`src/rtl/cpu_ctrl_pkg.sv`:
```
// Shared types and constants for the instruction fetch sequencer.
package cpu_ctrl_pkg;

    typedef enum logic [2:0] {
        IDLE,
        FETCH,
        EXEC,
        HALT,
        ERROR
    } fetch_state_t;

    localparam logic [31:0] NOP                 = 32'h0000_0000;
    localparam logic [31:0] HALT_OPCODE_DEFAULT = 32'hFFFF_FFFF;

endpackage

```
`src/rtl/fetch_watchdog.sv`:
```
// Counts FETCH cycles without a memory ack; expired flags the last allowed cycle.
module fetch_watchdog #(
    parameter int TIMEOUT = 16
) (
    input  logic clk,
    input  logic resetL,
    input  logic clear,
    input  logic enable,
    output logic expired
);

    localparam int CW = $clog2(TIMEOUT + 1);

    logic [CW-1:0] count;

    always_ff @(posedge clk) begin
        if (!resetL || clear) begin
            count <= '0;
        end else if (enable && !expired) begin
            count <= count + CW'(1);
        end
    end

    // High during the TIMEOUT-th waiting cycle, so the FSM leaves on that edge.
    assign expired = (count == CW'(TIMEOUT - 1));

endmodule

```
`src/rtl/instr_fetch_ctrl.sv`:
```
// Fetch/execute sequencer: fetches one word per instruction at pc, stalls the core until
// cpu_done, counts retirements and stops on halt opcode, instruction limit or fetch timeout.
module instr_fetch_ctrl
    import cpu_ctrl_pkg::*;
#(
    parameter int                 ADDR_W      = 32,
    parameter int                 DATA_W      = 32,
    parameter logic [DATA_W-1:0]  HALT_OPCODE = DATA_W'(HALT_OPCODE_DEFAULT),
    parameter int                 MAX_INSTR   = 1024,
    parameter int                 TIMEOUT     = 16
) (
    input  logic              clk,
    input  logic              resetL,
    input  logic              start,
    input  logic [ADDR_W-1:0] pc,
    output logic              mem_req,
    output logic [ADDR_W-1:0] mem_addr,
    input  logic              mem_ack,
    input  logic [DATA_W-1:0] mem_rdata,
    output logic [DATA_W-1:0] inst,
    output logic              cpu_stall,
    input  logic              cpu_done,
    output logic [15:0]       instr_cnt,
    output logic              busy,
    output logic              halted,
    output logic              err
);

    fetch_state_t state;
    logic         wdExpired;
    logic [15:0]  nextCnt;

    assign nextCnt = instr_cnt + 16'd1;

    // Held cleared outside FETCH, so every entry into FETCH starts a fresh window.
    fetch_watchdog #(
        .TIMEOUT (TIMEOUT)
    ) uWatchdog (
        .clk     (clk),
        .resetL  (resetL),
        .clear   (state != FETCH),
        .enable  ((state == FETCH) && !mem_ack),
        .expired (wdExpired)
    );

    always_ff @(posedge clk) begin
        if (!resetL) begin
            state     <= IDLE;
            mem_req   <= 1'b0;
            mem_addr  <= '0;
            inst      <= DATA_W'(NOP);
            cpu_stall <= 1'b1;
            instr_cnt <= '0;
            busy      <= 1'b0;
            halted    <= 1'b0;
            err       <= 1'b0;
        end else begin
            case (state)
                IDLE, HALT: begin
                    if (start) begin
                        state     <= FETCH;
                        mem_addr  <= pc;
                        instr_cnt <= '0;
                        mem_req   <= 1'b1;
                        cpu_stall <= 1'b1;
                        busy      <= 1'b1;
                        halted    <= 1'b0;
                    end
                end
                FETCH: begin
                    if (mem_ack) begin
                        mem_req <= 1'b0;
                        if (mem_rdata == HALT_OPCODE) begin
                            state     <= HALT;
                            inst      <= DATA_W'(NOP);
                            cpu_stall <= 1'b1;
                            busy      <= 1'b0;
                            halted    <= 1'b1;
                        end else begin
                            state     <= EXEC;
                            inst      <= mem_rdata;
                            cpu_stall <= 1'b0;
                        end
                    end else if (wdExpired) begin
                        state     <= ERROR;
                        mem_req   <= 1'b0;
                        cpu_stall <= 1'b1;
                        busy      <= 1'b0;
                        err       <= 1'b1;
                    end
                end
                EXEC: begin
                    if (cpu_done) begin
                        instr_cnt <= nextCnt;
                        cpu_stall <= 1'b1;
                        if (nextCnt == 16'(MAX_INSTR)) begin
                            state  <= HALT;
                            inst   <= DATA_W'(NOP);
                            busy   <= 1'b0;
                            halted <= 1'b1;
                        end else begin
                            state    <= FETCH;
                            mem_addr <= pc;
                            mem_req  <= 1'b1;
                        end
                    end
                end
                ERROR: begin
                    state <= ERROR;
                end
                default: begin
                    state <= IDLE;
                end
            endcase
        end
    end

endmodule

```
`config.mk`:
```
export PLATFORM = sky130hd
export DESIGN_NAME = instr_fetch_ctrl
export DESIGN_NICKNAME = d
export VERILOG_FILES = /design/src/rtl/cpu_ctrl_pkg.sv /design/src/rtl/fetch_watchdog.sv /design/src/rtl/instr_fetch_ctrl.sv
export SDC_FILE = /design/constraint.sdc
export NUM_CORES = 1
export LEC_CHECK = 0
export BUFFER_PORTS_ARGS = -buffer_cell sky130_fd_sc_hd__buf_2
export CORE_ASPECT_RATIO = 0.9
export CORE_UTILIZATION = 50
export CTS_CLUSTER_SIZE = 24
export DETAILED_ROUTE_END_ITERATION = 6
export GPL_ROUTABILITY_DRIVEN = 0
export PLACE_DENSITY = 0.8
export SLEW_MARGIN = 10
export SYNTH_ARGS = -nofsm -noshare
export SYNTH_HDL_FRONTEND = slang
export SYNTH_SLANG_ARGS = --single-unit
```
`constraint.sdc`:
```
create_clock -name clk -period 4.5 [get_ports clk]
set_input_delay 0.225 -clock clk [delete_from_list [all_inputs] [get_ports clk]]
set_output_delay 0.225 -clock clk [all_outputs]
set_load 0.02 [all_outputs]
```
==> implementation parameters <==
Parameter                              Value

Outcome
  Result of the run ... finished, final reports clean

Timing
  Final total negative setup slack ... 0 ps
  Relative slew slack ... 26.8%
  Hold Fails Final Rpt ... 0
  Fmax achieved ... 338 MHz
  Actual transition at the worst max-transition pin ... approximately 1100 ps
  Minimum clock period ... between 2000 and 3000 ps
  Final setup vio count ... 0
  Layout Skew ... ~13 ps
  Worst hold slack ... 72.6 ps
  Slew Limit Fails ... 0
  RSZ-0062 raised after global routing ... no
  Final period utilization ... around two thirds

Yosys
  Top area cells in the synthesized netlist ... dfxtp_1 (44%), nand2_1 (11%), o21ai_0 (5.3%), nand3_1 (4.7%), o21ai_1 (4.0%)
  Fraction of synthesis flops using an asynchronous set or reset pin ... 0%
  Area fraction of the dominant cell type after synthesis ... a little over two fifths
  Seq/Total Area, Yosys ... between 40% and 50%
  Most used flip-flop cell after synthesis ... dfxtp_1
  Number of enable flip-flop cells after synthesis ... 0
  Cells after Synth ... about 530
  Leading area contributor after synthesis ... dfxtp_1
  Mapped Avg Cell Area ... a little under 8 um^2
  Flip-flop and latch count after synthesis ... 93
  Cell area after synthesis ... about 4200 um^2
  Yosys synthesis warning count ... 0
  Synthesized Nets ... between 600 and 700
  Count of distinct cell types in the synthesized netlist ... between 50 and 60

Die
  Core ar. ... ~8100 um^2
  Row count ... 31
  Die width ... between 90 and 100 um
  Top-level I/O count ... 154
  Die footprint ... around 8800 um^2
  Initial cell density of the core ... 52.0%
  Chip Height ... approximately 89 um

Final layout
  Design area ... around 5200 um^2
  Layout Cells excl Fill ... 758
  Highest-count cells in the layout ignoring fill and taps ... buf_2 (152), nand2_1 (122), dfxtp_1 (93)
  Core occupancy in the finished layout ... around 63%
  Antenna Cells ... 0
  Commonest non-fill, non-tap cell in the layout ... buf_2
  Ratio of cells with drive above 1 in the final layout ... a little under 30%
  Post-synthesis to final-layout area growth ... 21.8%
  Layout fillers ... between 700 and 800
  Net count reported at finish ... ~730

Place
  Quantity of I/O buffers inserted on ports ... between 150 and 200
  Sum of net half-perimeters after detailed placement ... 7.37 mm
  Area after DPL ... between 4000 and 5000 um^2
  Number of cells in the design after placement ... 743

Clock network
  Post-CTS setup buffers ... 0
  Hold-fix buffers at CTS ... 0
  Clock latency reported for the late side of the worst-skew pair ... 360 ps
  Clock sink count ... 93
  Clock buffers created by TritonCTS ... 9
  Register clock-pin slew on the reported worst setup and hold paths ... 100 ps
  CTS root buffer ... clkbuf_8
  Clk buf depth ... 2
  TritonCTS clock tree ... done
  H-tree depth ... 3
  Number of gates resized after CTS ... 0

Power
  Static Leak ... 2.22 nW
  IR Drop Worst-Case VDD ... ~0.25 mV
  Total power density per cell area ... approximately 360 nW/um^2

Worst setup path
  Endpoint required time on the critical path ... about 4800 ps
  Endpoint class of the critical path ... flop
  Nature of the critical path startpoint ... flop
  Largest fanout of any net on the critical path ... 34
  Worst Reg-to-Reg Cells ... 9
  Data arrival time of the critical path ... 3240 ps
  Setup CP Type ... reg2reg

Drt
  DRT iter0 DRCs ... ~220
  # DRC ... 0
  Number of search-and-repair iterations in the first detailed-routing pass ... 4
  Detail Route Antenna Nets ... 0
  Post-Route WL ... about 10 mm
  Vias ... roughly 4000
  Number of vias per cell ... 5.34
  Routed wire length per instance ... approximately 14 um

GRT
  Largest net degree at the start of global routing ... approximately 120
  Initial antenna violation count ... 0
  Congestion Overflow GR ... 0
  All-layer global routing usage ... 23.9%
  Global-route wire length before repair ... 16.8 mm
  Via count of the first global-routing pass ... around 3700

Min path
  Class of the worst hold path ... in2reg
  Worst Hold Depth ... 3

Job
  Max-capacitance violation count ... 0
==> Yosys cell counts (all sizes together) (6+ instances only) <==
library cell / n
nand2: 122
dfxtp: 93
o21ai: 79
nand3: 40
buf: 22
clkbuf: 21
nor2: 20
a21oi: 15
nor2b: 15
nand4: 13
nor3: 13
nor4: 7
inv: 6
xnor2: 6
==> per-layer routing <==
layer	track usage (%)	wire length, um	up-vias
li1	-	-	2064
met1	28.5	4460	1836
met2	40.6	4970	128
met3	8.44	770	21
met4	8.55	222	0
met5	0	0	-
==> cell type report <==
class                   instances  area (um^2)  area share, %
clock buffers                   9          124           2.40
clock inverters                 6          116           2.26
inverters                       6         22.5          0.437
multi-input cells             390         2120           41.2
flip-flops and latches         93         1860           36.1
well taps                      99          124           2.40
repair buffers                155          783           15.2
==> worst max-delay path: stages (launching register included) <==
cell     delay (ps)
dfxtp_1         460
ha_1            280
nand3_1         180
or3_4           400
a22oi_2         250
nor4_4           70
a21oi_4         600
buf_4           400
nand3_1         110
o21ai_0         130
==> state kept, by name (all words and copies together), names as in the netlist, 3 cells and up <==
signal,flops
inst,32
instr_cnt,16
mem_addr,32
state,3
uWatchdog.count,5
==> worst paths after layout <==
kind | end | from | slack, ps
worst max register to register | mem_addr[19]$_SDFFE_PN0P_ | instr_cnt[0]$_SDFFE_PN0P_ | 1540
worst max-delay path | mem_addr[19]$_SDFFE_PN0P_ | instr_cnt[0]$_SDFFE_PN0P_ | 1540
worst min register to register | inst[10]$_SDFFE_PN0P_ | inst[10]$_SDFFE_PN0P_ | 450
worst min-delay path | mem_addr[28]$_SDFFE_PN0P_ | pc[28] | 70
==> logic make-up (layout without fill, tap and decap cells) <==
group	count (synthesis)	in the layout	synth area share (%)
and+or+nand+nor	255	255	29.4
AOI/OAI and AO/OA	117	117	16.3
DFF	93	93	44.0
buffers and inverters	49	176	6.00
xor gates and xnor gates	11	11	2.45
adders and majority gates	4	4	1.18
muxes	3	3	0.739
==> report_power, final <==
part	internal, mW	switching (mW)
Clock	0.372	0.297
Sequential	0.874	0.0293
Combinational	0.103	0.201
==> metrics by stage <==
stage	power, mW	worst slack, ps
2_1_floorplan	1.13	2160
5_1_grt	1.96	1200
3_5_place_dp	1.22	1540
3_3_place_gp	1.22	1640
4_1_cts	1.89	1550
6_report	1.88	1540
(Power assumes the default switching activity.)
